[src/rtl/scan_pkg.sv]
// Shared types for the scan decoder: FSM state encoding and scan/manual mode constants.
package scan_pkg;

    typedef enum logic [1:0] {
        ST_IDLE   = 2'd0,
        ST_MANUAL = 2'd1,
        ST_DRIVE  = 2'd2,
        ST_BLANK  = 2'd3
    } scan_state_e;

    localparam logic SCAN   = 1'b1;
    localparam logic MANUAL = 1'b0;

endpackage : scan_pkg

[src/rtl/onehot_dec.sv]
// Combinational binary-to-one-hot decoder with an enable.
// Zero latency; the output is all-zero whenever the enable is low.
module onehot_dec #(
    parameter int SEL_W = 4
) (
    input  logic [SEL_W-1:0]      sel,
    input  logic                  en,
    output logic [(1<<SEL_W)-1:0] onehot
);

    localparam int OUT_W = 1 << SEL_W;

    always_comb begin
        onehot = '0;
        if (en) begin
            onehot = OUT_W'(1) << sel;
        end
    end

endmodule : onehot_dec

[src/rtl/scan_dec.sv]
// Registered one-hot digit-enable decoder with manual select or timed auto-scan with blanking.
// All outputs are registered: a decision taken at an edge is visible right after that edge.
module scan_dec
    import scan_pkg::*;
#(
    parameter int SEL_W     = 4,
    parameter int NUM_CH    = 16,
    parameter int DWELL     = 1000,
    parameter int BLANK_CYC = 2
) (
    input  logic                  clk,
    input  logic                  resetL,
    input  logic                  enable,
    input  logic                  scanMode,
    input  logic [SEL_W-1:0]      manSel,
    output logic [(1<<SEL_W)-1:0] selOut,
    output logic [SEL_W-1:0]      curSel,
    output logic                  wrap,
    output logic                  badSel
);

    localparam int OUT_W = 1 << SEL_W;
    localparam int DW_W  = (DWELL > 1) ? $clog2(DWELL) : 1;
    localparam int BK_W  = (BLANK_CYC > 1) ? $clog2(BLANK_CYC) : 1;

    localparam logic [DW_W-1:0]  DWELL_LAST = DW_W'(DWELL - 1);
    localparam logic [BK_W-1:0]  BLANK_LAST = BK_W'((BLANK_CYC > 0) ? BLANK_CYC - 1 : 0);
    localparam logic [SEL_W-1:0] LAST_CH    = SEL_W'(NUM_CH - 1);
    localparam logic [SEL_W:0]   NUM_CH_W   = (SEL_W + 1)'(NUM_CH);

    if (NUM_CH < 1 || NUM_CH > (1 << SEL_W)) begin : g_chk_num_ch
        $error("scan_dec: NUM_CH must lie in 1..2**SEL_W");
    end
    if (DWELL < 1) begin : g_chk_dwell
        $error("scan_dec: DWELL must be at least 1");
    end

    scan_state_e      state_q,  state_d;
    logic [SEL_W-1:0] curSel_q, curSel_d;
    logic [DW_W-1:0]  dwell_q,  dwell_d;
    logic [BK_W-1:0]  blank_q,  blank_d;
    logic [OUT_W-1:0] selOut_q, selOut_d;
    logic             wrap_q,   wrap_d;
    logic             badSel_q, badSel_d;

    logic             sel_en;
    logic             man_ok;

    // State and output registers
    always_ff @(posedge clk or negedge resetL) begin
        if (!resetL) begin
            state_q  <= ST_IDLE;
            curSel_q <= '0;
            dwell_q  <= '0;
            blank_q  <= '0;
            selOut_q <= '0;
            wrap_q   <= 1'b0;
            badSel_q <= 1'b0;
        end else begin
            state_q  <= state_d;
            curSel_q <= curSel_d;
            dwell_q  <= dwell_d;
            blank_q  <= blank_d;
            selOut_q <= selOut_d;
            wrap_q   <= wrap_d;
            badSel_q <= badSel_d;
        end
    end

    // Next-state: enable and mode override the scan timing; wrap only fires on a real advance
    always_comb begin
        state_d  = state_q;
        curSel_d = curSel_q;
        dwell_d  = dwell_q;
        blank_d  = blank_q;
        wrap_d   = 1'b0;

        if (!enable) begin
            state_d = ST_IDLE;
            dwell_d = '0;
            blank_d = '0;
        end else if (scanMode == MANUAL) begin
            state_d  = ST_MANUAL;
            curSel_d = manSel;
            dwell_d  = '0;
            blank_d  = '0;
        end else begin
            unique case (state_q)
                ST_DRIVE: begin
                    if (dwell_q == DWELL_LAST) begin
                        dwell_d = '0;
                        blank_d = '0;
                        if (BLANK_CYC > 0) begin
                            state_d = ST_BLANK;
                        end else begin
                            state_d = ST_DRIVE;
                            if (curSel_q == LAST_CH) begin
                                curSel_d = '0;
                                wrap_d   = 1'b1;
                            end else begin
                                curSel_d = curSel_q + 1'b1;
                            end
                        end
                    end else begin
                        dwell_d = dwell_q + 1'b1;
                    end
                end
                ST_BLANK: begin
                    if (blank_q == BLANK_LAST) begin
                        state_d = ST_DRIVE;
                        dwell_d = '0;
                        blank_d = '0;
                        if (curSel_q == LAST_CH) begin
                            curSel_d = '0;
                            wrap_d   = 1'b1;
                        end else begin
                            curSel_d = curSel_q + 1'b1;
                        end
                    end else begin
                        blank_d = blank_q + 1'b1;
                    end
                end
                default: begin
                    // Fresh scan entry from IDLE or MANUAL starts at channel 0 without a wrap
                    state_d  = ST_DRIVE;
                    curSel_d = '0;
                    dwell_d  = '0;
                    blank_d  = '0;
                end
            endcase
        end
    end

    // Outputs are decoded from the next state so they line up with the state register
    always_comb begin
        man_ok   = ({1'b0, curSel_d} < NUM_CH_W);
        sel_en   = (state_d == ST_DRIVE) || ((state_d == ST_MANUAL) && man_ok);
        badSel_d = (state_d == ST_MANUAL) && !man_ok;
    end

    onehot_dec #(
        .SEL_W (SEL_W)
    ) u_onehot_dec (
        .sel    (curSel_d),
        .en     (sel_en),
        .onehot (selOut_d)
    );

    assign selOut = selOut_q;
    assign curSel = curSel_q;
    assign wrap   = wrap_q;
    assign badSel = badSel_q;

endmodule : scan_dec

[config.mk]
export PLATFORM = sky130hd
export DESIGN_NAME = scan_dec
export DESIGN_NICKNAME = d
export VERILOG_FILES = /design/src/rtl/scan_pkg.sv /design/src/rtl/onehot_dec.sv /design/src/rtl/scan_dec.sv
export SDC_FILE = /design/constraint.sdc
export NUM_CORES = 1
export LEC_CHECK = 0
export ABC_AREA = 1
export CAP_MARGIN = 10
export CORE_MARGIN = 10
export CORE_UTILIZATION = 47
export DETAILED_ROUTE_END_ITERATION = 10
export PLACE_DENSITY = 0.75
export SYNTH_ARGS = -nofsm -noshare
export SYNTH_HDL_FRONTEND = slang
export SYNTH_SLANG_ARGS = --single-unit
[constraint.sdc]
create_clock -name clk -period 1.45 [get_ports clk]
set_clock_uncertainty 0.15 [all_clocks]
set_input_delay 0.29 -clock clk [delete_from_list [all_inputs] [get_ports clk]]
set_output_delay 0.29 -clock clk [all_outputs]
set_load 0.005 [all_outputs]
* Word-level counts from Yosys, hierarchy flattened *
Index checks and enable logic that the tools add are counted.
Widths: inputs -> output; s select.

storage, ports and cells
  register bits = 34
  bits of input ports = 8
  logic and storage cells = 45

operators by class
  add/sub/neg operators = 3
  equal/unequal tests = 8
  shift operators = 1
  multiplexer cells = 26
  reduce and logical (&&, ||, !) cells = 1

operators by type and width
  operator               number
  $mux 10                4
  $pmux 10 s2            1
  $mux 16                1
  $mux 4                 4
  $shl 1x4->16 const A   1
  $add 10x1->10 const B  1
  $eq 10x10->1 const B   1
  $mux 1                 9
  $mux 2                 4
  $ne 4x4->1 const B     2
  $pmux 4 s2             1
  $eq 2x2->1 const B     3
  $add 4x1->4 const B    1
  $eq 4x4->1 const B     1
  $pmux 2 s2             1
  $eq 2x1->1 const B     1
  $pmux 1 s2             1
  $add 1x1->1 const B    1
  $logic_or 1x1->1       1

* Longest topological paths before layout *
Gate-level depths: netlist of the first run.

  word-level depth = 8
  gate-level depth with buffers = 9
  gate-level depth less buffers = 9

* Cells and area by module *
From an unflattened synthesis of the first run, not the netlist that was laid out.

second synthesis, totals
  cells, all modules = 193
  area, all modules = 1640.3 sq um

by module, submodules not included
  module      instances  cells an instance  area an instance (sq um)
  scan_dec    1          162                1514.0
  onehot_dec  1          31                 126.4

* Least setup slack after synthesis of the first run *
No wires, ideal clock.

  path type = reg-to-reg
  from = reg dwell_q[0]
  to = reg selOut_q[10], in the netlist selOut[10]
  setup time = 0.072 ns
  arrival time = 1.304 ns
  data required time = 1.228 ns
  setup slack = -0.076 ns
  cell stages (with the launch flop) = 9
  buffers on the path = 0
  cells stage by stage = dfrtp_1 ha_1 inv_2 nor2_1 nand4_1 nand3_1 nand2_1 nand3_2 nor2_1

between the ends
  cells in the longest elaborated chain, start to end = 8
  elaborated cells between the ends (all ways) = 9

ends and longest elaborated chain
  what                                             line              source
  start: declaration                               scan_dec.sv:40    logic [DW_W-1:0] dwell_q, dwell_d;
  start signal: assignment                         scan_dec.sv:62    dwell_q <= dwell_d;
  $eq 10x10->1 (*)                                 scan_dec.sv:90    if (dwell_q == DWELL_LAST) begin
  $mux 2 (*)                                       scan_dec.sv:90
  $pmux 2 s2 (*)                                   scan_dec.sv:88    unique case (state_q)
  $mux 2 (*)                                       scan_dec.sv:82    end else if (scanMode == MANUAL) begin
  $mux 2 (*)                                       scan_dec.sv:78    if (!enable) begin
  $eq 2x2->1 / $eq 2x1->1 (equally long branches)  -
  $logic_or 1x1->1 (*)                             scan_dec.sv:137   sel_en = (state_d == ST_DRIVE) || ((state_d == ST_MANUAL) && man_ok);
  $mux 16 (*)                                      onehot_dec.sv:15  if (en) begin
  net selOut_d[10]                                 scan_dec.sv:42    logic [OUT_W-1:0] selOut_q, selOut_d;
  end signal: assignment                           scan_dec.sv:64    selOut_q <= selOut_d;
  end: declaration                                 scan_dec.sv:42

The timed path passes the listed nets; every way through them passes the cells marked *.
A chain may end at the register's enable or synchronous reset.

* Worst setup path after layout of the first run *
  from = reg curSel_q[0], in the netlist curSel[0]
  to = reg selOut_q[5], in the netlist selOut[5]

between the ends
  cells in the longest elaborated chain, start to end = 8
  elaborated cells between the ends (all ways) = 9

ends and longest elaborated chain
  what                                              line                              source
  start: declaration                                scan_dec.sv:39                    logic [SEL_W-1:0] curSel_q, curSel_d;
  start signal: assignment                          scan_dec.sv:61                    curSel_q <= curSel_d;
  $add 4x1->4 / $eq 4x4->1 (equally long branches)  scan_dec.sv:117, scan_dec.sv:113
  $mux 4 (*)                                        scan_dec.sv:113                   if (curSel_q == LAST_CH) begin
  $mux 4 (*)                                        scan_dec.sv:109                   if (blank_q == BLANK_LAST) begin
  $pmux 4 s2 (*)                                    scan_dec.sv:88
  $mux 4 (*)                                        scan_dec.sv:82
  $mux 4 (*)                                        scan_dec.sv:78
  net curSel_d[2]                                   scan_dec.sv:39
  $shl 1x4->16 (*)                                  onehot_dec.sv:16                  onehot = OUT_W'(1) << sel;
  $mux 16 (*)                                       onehot_dec.sv:15
  net selOut_d[5]                                   scan_dec.sv:42

Marks and branches as above.

==> out/qor.json, run 1 <==
{
  "status": {
    "status": "finished, violations left",
    "failed_checks": "negative setup slack"
  },
  "cells_and_area": {
    "drive_gt1_frac": 0.4624,
    "final_util": 0.7852,
    "final_layout_fill_cell_count": 211,
    "post_layout_nonfiller_instances": 325,
    "area_growth_pct": 58.26,
    "num_antenna_cells": 0,
    "nets": 288
  },
  "yosys": {
    "netlist-cell-type-count": 29,
    "synth_flop_cell": "dfrtp_1",
    "yosys-mux-area-fraction": 0,
    "synthSimpleGateAreaFrac": 0.3326,
    "synth.yosys.warnings": 0,
    "synth-async-reset-ratio": 1.000,
    "syn-mean-instance-area_um2": 8.203,
    "leading_cell_type_by_number_of_instances_after_synthesis": "nand2_1",
    "synthDominantCellAreaShare": 0.5060,
    "synth_compound_area_frac": 0.08110,
    "synth-adder-area-share": 0.01488,
    "synth.largest_area_cell": "dfrtp_1",
    "synth_xor_xnor_area_share": 0,
    "netlist_area_um2": 1682,
    "combinational_family_with_the_most_area_after_synthesis": "simple AND/OR/NAND/NOR gates",
    "ys_seq_area_frac": 0.5060,
    "synth_top_cells_by_area": "dfrtp_1, nand2_1, nor2_1",
    "synth_cells": 205,
    "synth_edf_count": 0,
    "mappedNetlistNets": 215,
    "synth.ff_latch_count": 34,
    "ys_top_cells_by_count": "nand2_1, nor2_1, dfrtp_1"
  },
  "worst_setup_path": {
    "timing.critical_path.required_ns": 1.58,
    "timing.setup.critical_path_class": "reg2reg",
    "worst_setup_path_start_kind": "flip-flop",
    "critical_path_arrival_ns": 1.92,
    "reg2regPathDepth": 9,
    "setup.worst_path.end_class": "flip-flop",
    "crit_fanout": 4
  },
  "drt": {
    "via_per_inst": 5.215,
    "post-route-drc-count": 0,
    "detailedRoute.firstIterationViolations": 142,
    "route.antenna.remaining_nets": 0,
    "drt-wirelength-per-cell_um": 15.04,
    "drt_first_pass_iters": 4,
    "vias": 1695,
    "wl_um": 4887
  },
  "global_route": {
    "globalRouteOverflowTotal": 0,
    "globalRouteTotalUtil": 0.1478,
    "grt_pass1_vias": 1582,
    "grt_pass1_wl_um": 7493,
    "largest_net_degree_at_the_start_of_global_routing": 35,
    "antenna_found_initial": 0
  },
  "place": {
    "numPlacedInstances": 308,
    "finalWeightedCongestion": 0.9566,
    "detailedPlacementHpwl_um": 3217,
    "io_buffer_count": 28
  },
  "sta": {
    "fin_hold_ws_ns": 0.1520,
    "timing.final.max_slew_violations": 0,
    "max_freq_mhz": 560.8,
    "postLayoutSetupSlackWorst_ns": -0.3331,
    "final-setup-viol-count": 32,
    "finalCritPeriodShare": 1.230,
    "final_hold_viol_count": 0,
    "timing.final.crit_period_ns": 1.783,
    "rsz0062_at_grt": "true"
  },
  "clocking": {
    "path_clk_slew_ns": 0.11,
    "tritoncts.num_buffers": 5,
    "cts_hold_repair.buffers": 0,
    "tritoncts_num_sinks": 34,
    "cts_tree": "built",
    "ctsRootBufferMaster": "clkbuf_4",
    "cts_max_path_buffers": 2,
    "clock_tree.htree_level_count": 2,
    "insertion_delay_ns": 0.34
  },
  "floorplan": {
    "io-pin-count": 30,
    "die_h_um": 79.82,
    "core_region_area_um2": 3390,
    "floorplan.rows": 21,
    "initial_utilization": 0.4961,
    "die_w_um": 79.82,
    "die_outline_area_um2": 6370
  },
  "power_and_ir_drop": {
    "power.ir.vdd_worst_uv": 587.3,
    "p_leak_nw": 1.277,
    "p_per_area_nw_per_um2": 739.3
  },
  "min_path": {
    "hold_path_class": "in2async"
  },
  "run": {
    "max_cap_viol_count": 0
  }
}
==> path summary, 6_finish.rpt <==
path | slack, ns | startpoint | end
min reg2reg | 0.41 | dwell_q[9]$_DFFE_PN0P_ | dwell_q[9]$_DFFE_PN0P_
max | -0.33 | curSel[0]$_DFF_PN0_ | selOut[5]$_DFF_PN0_
max in group asynchronous | 0.80 | resetL | state_q[0]$_DFF_PN0_
min in group clk | 0.37 | enable | state_q[1]$_DFF_PN0_
max reg2reg | -0.33 | curSel[0]$_DFF_PN0_ | selOut[5]$_DFF_PN0_
min | 0.15 | resetL | curSel[0]$_DFF_PN0_
==> per-layer routing <==
metal,GRT usage,up-vias,part of all wire
li1,-,809,-
met1,0.1849,822,0.42
met2,0.2346,54,0.50
met3,0.03378,10,0.059
met4,0.07042,0,0.021
met5,0,-,0
==> stage by stage <==
step / worst slack, ns / power [W] / TNS, ns / cell area (µm²)
4_1_cts: -0.2443 / 0.001886 / -4.459 / 2482
3_3_place_gp: -0.4464 / 0.001349 / -11.32 / 2277
5_1_grt: -0.4148 / 0.002036 / -8.832 / 2661
3_5_place_dp: -0.4974 / 0.001355 / -12.44 / 2277
2_1_floorplan: -0.02544 / 0.001169 / -0.1571 / 1707
6_report: -0.3331 / 0.001967 / -6.150 / 2661
==> cell families after synthesis <==
family	Yosys count
other cells	1
flops	34
buf+inv	26
simple gates	122
compound gates	20
fa+ha+maj	2
==> placed cells by master (no fill, tap or decap), types with 6 or more instances in the layout <==
master         count
buf_4             34
buf_6              9
dfrtp_1           29
dlygate4sd2_1     16
inv_1             15
inv_2              7
nand2_1           27
nand2_2           18
nand2_4            6
nand3_1           10
nand3_2            8
nand4_1            6
nor2_1            22
nor2_2            11
==> flip-flops by register name, summed over array words and instances, names as in the netlist <==
register	count
selOut	16
wrap	1
curSel	4
dwell_q	10
blank_q	1
state_q	2
==> worst max-delay path: stages, from the launching register on <==
cell	delay, ns
dfrtp_2	0.40
buf_6	0.10
ha_4	0.14
nand2_2	0.05
o21bai_1	0.13
nand3b_1	0.18
a21oi_4	0.25
buf_4	0.15
nand3_2	0.08
nor2_1	0.10
==> cell type report <==
type	instances	area, µm²	area share
timing repair buffer	69	606.8	0.2280
inverter	23	86.33	0.03244
clock buffer	6	41.29	0.01551
multi-input combinational	145	1002	0.3766
tap	46	57.56	0.02163
sequential	34	857.1	0.3221
clock inverter	2	10.01	0.003761
==> power by group <==
part,switching [W],internal (W),total (W)
combinational,0.000250,0.000205,0.000455
sequential,0.0000211,0.000983,0.00100
clock,0.000324,0.000185,0.000508
total,0.000595,0.00137,0.00197
==> repair_timing <==
item / 4_1_cts / 5_1_grt
gates resized for setup: 66 / 52
pin swaps: 22 / 33
endpoints found under the setup margin: 48 / 39
gates cloned: 0 / 0
setup buffers: 9 / 8
(Power assumes the default switching activity.)
==> run 2: changes to the inputs <==
--- a/config.mk
+++ b/config.mk
@@ -6,7 +6,6 @@
 export NUM_CORES = 1
 export LEC_CHECK = 0
 export ABC_AREA = 1
-export CAP_MARGIN = 10
 export CORE_MARGIN = 10
 export CORE_UTILIZATION = 47
 export DETAILED_ROUTE_END_ITERATION = 10
@@ -14,3 +13,4 @@
 export SYNTH_ARGS = -nofsm -noshare
 export SYNTH_HDL_FRONTEND = slang
 export SYNTH_SLANG_ARGS = --single-unit
+export TNS_END_PERCENT = 30
==> out/qor.json, run 2 (synthesis results as in run 1) <==
{
  "clocking": {
    "cts_hold_repair.buffers": {"value": 0, "change": "unchanged"},
    "cts_tree": {"value": "built", "change": "unchanged"},
    "tritoncts.num_buffers": {"value": 5, "change": "unchanged"},
    "cts_max_path_buffers": {"value": 2, "change": "unchanged"},
    "clock_tree.htree_level_count": {"value": 2, "change": "unchanged"},
    "tritoncts_num_sinks": {"value": 34, "change": "unchanged"},
    "path_clk_slew": {"value": 0.11, "unit": "ns", "change": "about the same"},
    "insertion_delay": {"value": 0.35, "unit": "ns", "change": "was 0.34 ns"},
    "ctsRootBufferMaster": {"value": "clkbuf_4", "change": "unchanged"}
  },
  "worst_setup_path": {
    "max_stage_delay": {"value": 0.39, "unit": "ns", "change": "was 0.40 ns"},
    "worst_path_most_repeated_cell": "nand3_1",
    "setup.worst_path.end_class": {"value": "flip-flop", "change": "unchanged"},
    "timing.setup.critical_path_class": {"value": "reg2reg", "change": "unchanged"},
    "crit_fanout": {"value": 4, "change": "unchanged"},
    "cell_with_the_largest_stage_delay_on_the_worst_path": {"value": "dfrtp_2", "change": "unchanged"},
    "critPathTopFamily": {"value": "simple AND/OR/NAND/NOR gates", "change": "unchanged"},
    "wp_buf_inv": {"value": 1, "change": "was 2"},
    "worst_setup_path_start_kind": {"value": "flip-flop", "change": "unchanged"},
    "crit_path_cell_trace": {"value": "buf_6 -> ha_4 -> nand4_1 -> nand3_1 -> nand2_1 -> a21oi_2 -> nand3_1 -> nor2_1", "change": "was buf_6 -> ha_4 -> nand2_2 -> o21bai_1 -> nand3b_1 -> a21oi_4 -> buf_4 -> nand3_2 -> nor2_1"},
    "timing.critical_path.required": {"value": 1.59, "unit": "ns", "change": "was 1.58 ns"},
    "critical_path_arrival": {"value": 1.88, "unit": "ns", "change": "was 1.92 ns"}
  },
  "power_and_ir_drop": {
    "power_frac_clock": {"value": 0.288, "change": "was 0.258"},
    "switching_power": {"value": 0.0005698, "unit": "W", "change": "was 0.0005950 W"},
    "power_frac_comb": {"value": 0.202, "change": "was 0.231"},
    "p_leak": {"value": 1.237, "unit": "nW", "change": "was 1.277 nW"},
    "power.switching_fraction": {"value": 0.2896, "change": "was 0.3024"},
    "pwr-share-seq": {"value": 0.510, "change": "about the same"},
    "total_power": {"value": 0.001968, "unit": "W", "change": "was 0.001967 W"},
    "cell_int_power": {"value": 0.001398, "unit": "W", "change": "was 0.001372 W"},
    "p_per_area": {"value": 780.1, "unit": "nW/µm²", "change": "was 739.3 nW/µm²"},
    "power.ir.vdd_worst": {"value": 469.5, "unit": "µV", "change": "was 587.3 µV"}
  },
  "global_route": {
    "globalRouteOverflowTotal": {"value": 0, "change": "unchanged"},
    "antenna_found_initial": {"value": 0, "change": "unchanged"},
    "globalRouteTotalUtil": {"value": 0.1396, "change": "was 0.1478"},
    "grt_pass1_vias": {"value": 1548, "change": "was 1,582"},
    "grt_pass1_wl": {"value": 7107, "unit": "µm", "change": "was 7493 µm"},
    "largest_net_degree_at_the_start_of_global_routing": {"value": 35, "change": "unchanged"}
  },
  "cells_and_area": {
    "area_growth": {"value": 50.00, "unit": "%", "change": "was 58.26%"},
    "layout_commonest_cell": {"value": "nand2_1", "change": "was buf_4"},
    "nets": {"value": 287, "change": "was 288"},
    "final_area": {"value": 2522, "unit": "µm²", "change": "was 2661 µm²"},
    "largest_register_ff_count": {"value": 16, "change": "unchanged"},
    "most-common-layout-cells": {"value": "nand2_1, buf_4, nor2_1, dfrtp_1, clkdlybuf4s15_1", "change": "was buf_4, dfrtp_1, nand2_1, nor2_1, nand2_2"},
    "drive_gt1_frac": {"value": 0.3633, "change": "was 0.4624"},
    "num_antenna_cells": {"value": 0, "change": "unchanged"},
    "post_layout_nonfiller_instances": {"value": 324, "change": "was 325"}
  },
  "sta": {
    "max_freq": {"value": 574.1, "unit": "MHz", "change": "was 560.8 MHz"},
    "rsz0062_at_grt": {"value": "true", "change": "unchanged"},
    "final_hold_viol_count": {"value": 0, "change": "unchanged"},
    "fin_setup_tns": {"value": -4.719, "unit": "ns", "change": "was -6.150 ns"},
    "timing.final.crit_period": {"value": 1.742, "unit": "ns", "change": "was 1.783 ns"},
    "fin_hold_ws": {"value": 0.1382, "unit": "ns", "change": "was 0.1520 ns"},
    "postLayoutSetupSlackWorst": {"value": -0.2920, "unit": "ns", "change": "was -0.3331 ns"},
    "final-setup-viol-count": {"value": 27, "change": "was 32"},
    "finalCritPeriodShare": {"value": 1.201, "change": "was 1.230"},
    "timing.final.max_slew_violations": {"value": 0, "change": "unchanged"}
  },
  "place": {
    "detailedPlacementHpwl": {"value": 3190, "unit": "µm", "change": "was 3217 µm"},
    "io_buffer_count": {"value": 28, "change": "unchanged"},
    "place_area": {"value": 2285, "unit": "µm²", "change": "was 2277 µm²"},
    "finalWeightedCongestion": {"value": 0.9196, "change": "was 0.9566"},
    "numPlacedInstances": {"value": 309, "change": "was 308"}
  },
  "floorplan": {
    "die_outline_area": {"value": 6370, "unit": "µm²", "change": "unchanged"},
    "initial_utilization": {"value": 0.4961, "change": "unchanged"},
    "core_region_area": {"value": 3390, "unit": "µm²", "change": "unchanged"},
    "io-pin-count": {"value": 30, "change": "unchanged"},
    "floorplan.rows": {"value": 21, "change": "unchanged"},
    "die_h": {"value": 79.82, "unit": "µm", "change": "unchanged"},
    "die_w": {"value": 79.82, "unit": "µm", "change": "unchanged"}
  },
  "drt": {
    "route.antenna.remaining_nets": {"value": 0, "change": "unchanged"},
    "drt-wirelength-per-cell": {"value": 13.91, "unit": "µm", "change": "was 15.04 µm"},
    "via_per_inst": {"value": 5.040, "change": "was 5.215"},
    "detailedRoute.firstIterationViolations": {"value": 135, "change": "was 142"},
    "drt_first_pass_iters": {"value": 4, "change": "unchanged"},
    "vias": {"value": 1633, "change": "was 1,695"},
    "post-route-drc-count": {"value": 0, "change": "unchanged"},
    "wl": {"value": 4507, "unit": "µm", "change": "was 4887 µm"}
  },
  "status": {
    "failed_checks": {"value": "negative setup slack", "change": "unchanged"},
    "status": {"value": "finished, violations left", "change": "unchanged"}
  },
  "min_path": {
    "hold_path_class": {"value": "in2async", "change": "unchanged"}
  },
  "run": {
    "max_cap_viol_count": {"value": 0, "change": "unchanged"}
  }
}
-- run 2: cell types whose count changed in the layout (fill, tap and decap cells not counted), moves of 3 or more --
| cell | delta |
|---|---|
| clkdlybuf4s15_1 | +14 |
| dlygate4sd2_1 | -14 |
| nand2_1 | +11 |
| nand2_2 | -8 |
| nor2_1 | +7 |
| nand3_1 | +4 |
| nor2_4 | -4 |
| buf_6 | -3 |
| nand2_4 | -3 |
| nor2_2 | -3 |
-- run 2: final cells by class --
| cell class | instances | area (µm²) |
|---|---|---|
| fill | 241 | 867.1 |
| sequential | 34 | 857.1 |
| multi-input combinational | 145 | 854.6 |
| timing repair buffer | 68 | 603.1 |
| inverter | 23 | 86.33 |
| tap | 46 | 57.56 |
| clock buffer | 6 | 51.30 |
| clock inverter | 2 | 12.51 |
-- run 2: worst paths after layout --
check / start / to / slack, ns / cells after the start
max: curSel[0]$_DFF_PN0_ / selOut[10]$_DFF_PN0_ / -0.29 / 8
min: resetL / dwell_q[4]$_DFFE_PN0P_ / 0.14 / 2
max reg2reg: curSel[0]$_DFF_PN0_ / selOut[10]$_DFF_PN0_ / -0.29 / 8
min reg2reg: dwell_q[9]$_DFFE_PN0P_ / dwell_q[9]$_DFFE_PN0P_ / 0.40 / 2
max in group asynchronous: resetL / curSel[2]$_DFF_PN0_ / 0.82 / 2
min in group clk: enable / state_q[1]$_DFF_PN0_ / 0.33 / 3
-- run 2: metrics by stage --
stage | setup slack, ns | util
global placement | -0.4350 | 0.6740
detailed placement | -0.4741 | 0.6740
floorplan | -0.02547 | -
global route | -0.3892 | 0.7442
finish | -0.2920 | 0.7442
CTS | -0.2544 | 0.7124
-- run 2: repair_timing --
| action | 4_1_cts | 5_1_grt |
|---|---|---|
| pin swaps | 9 | 7 |
| resized for setup | 46 | 40 |
| endpoints found under the setup margin | 47 | 53 |
| setup buffers | 5 | 2 |
-- run 2: layer usage --
metal  vias to the layer above  routed length, µm  GRT usage
met2                        55               2148     0.2152
met3                         9                301    0.05068
met1                       762               1972     0.1719
li1                        807                  -          -
met5                         -                  0          0
met4                         0                 85    0.05810
-- run 2: power groups by stage --
stage / combinational [W] / clock, W / sequential (W)
after detailed placement: 0.000324 / 0 / 0.00103
after global routing: 0.000432 / 0.000629 / 0.00101
after floorplan: 0.000138 / 0 / 0.00103
after global placement: 0.000321 / 0 / 0.00103
final: 0.000397 / 0.000568 / 0.00100
after CTS: 0.000350 / 0.000574 / 0.00100
==> run 3: changes to the inputs <==
--- a/config.mk
+++ b/config.mk
@@ -10,6 +10,7 @@
 export CORE_UTILIZATION = 47
 export DETAILED_ROUTE_END_ITERATION = 10
 export PLACE_DENSITY = 0.75
+export SLEW_MARGIN = 30
 export SYNTH_ARGS = -nofsm -noshare
 export SYNTH_HDL_FRONTEND = slang
 export SYNTH_SLANG_ARGS = --single-unit
==> results of run 3 <==
No change in the layout: final DEF, timing and power equal those of run 2.
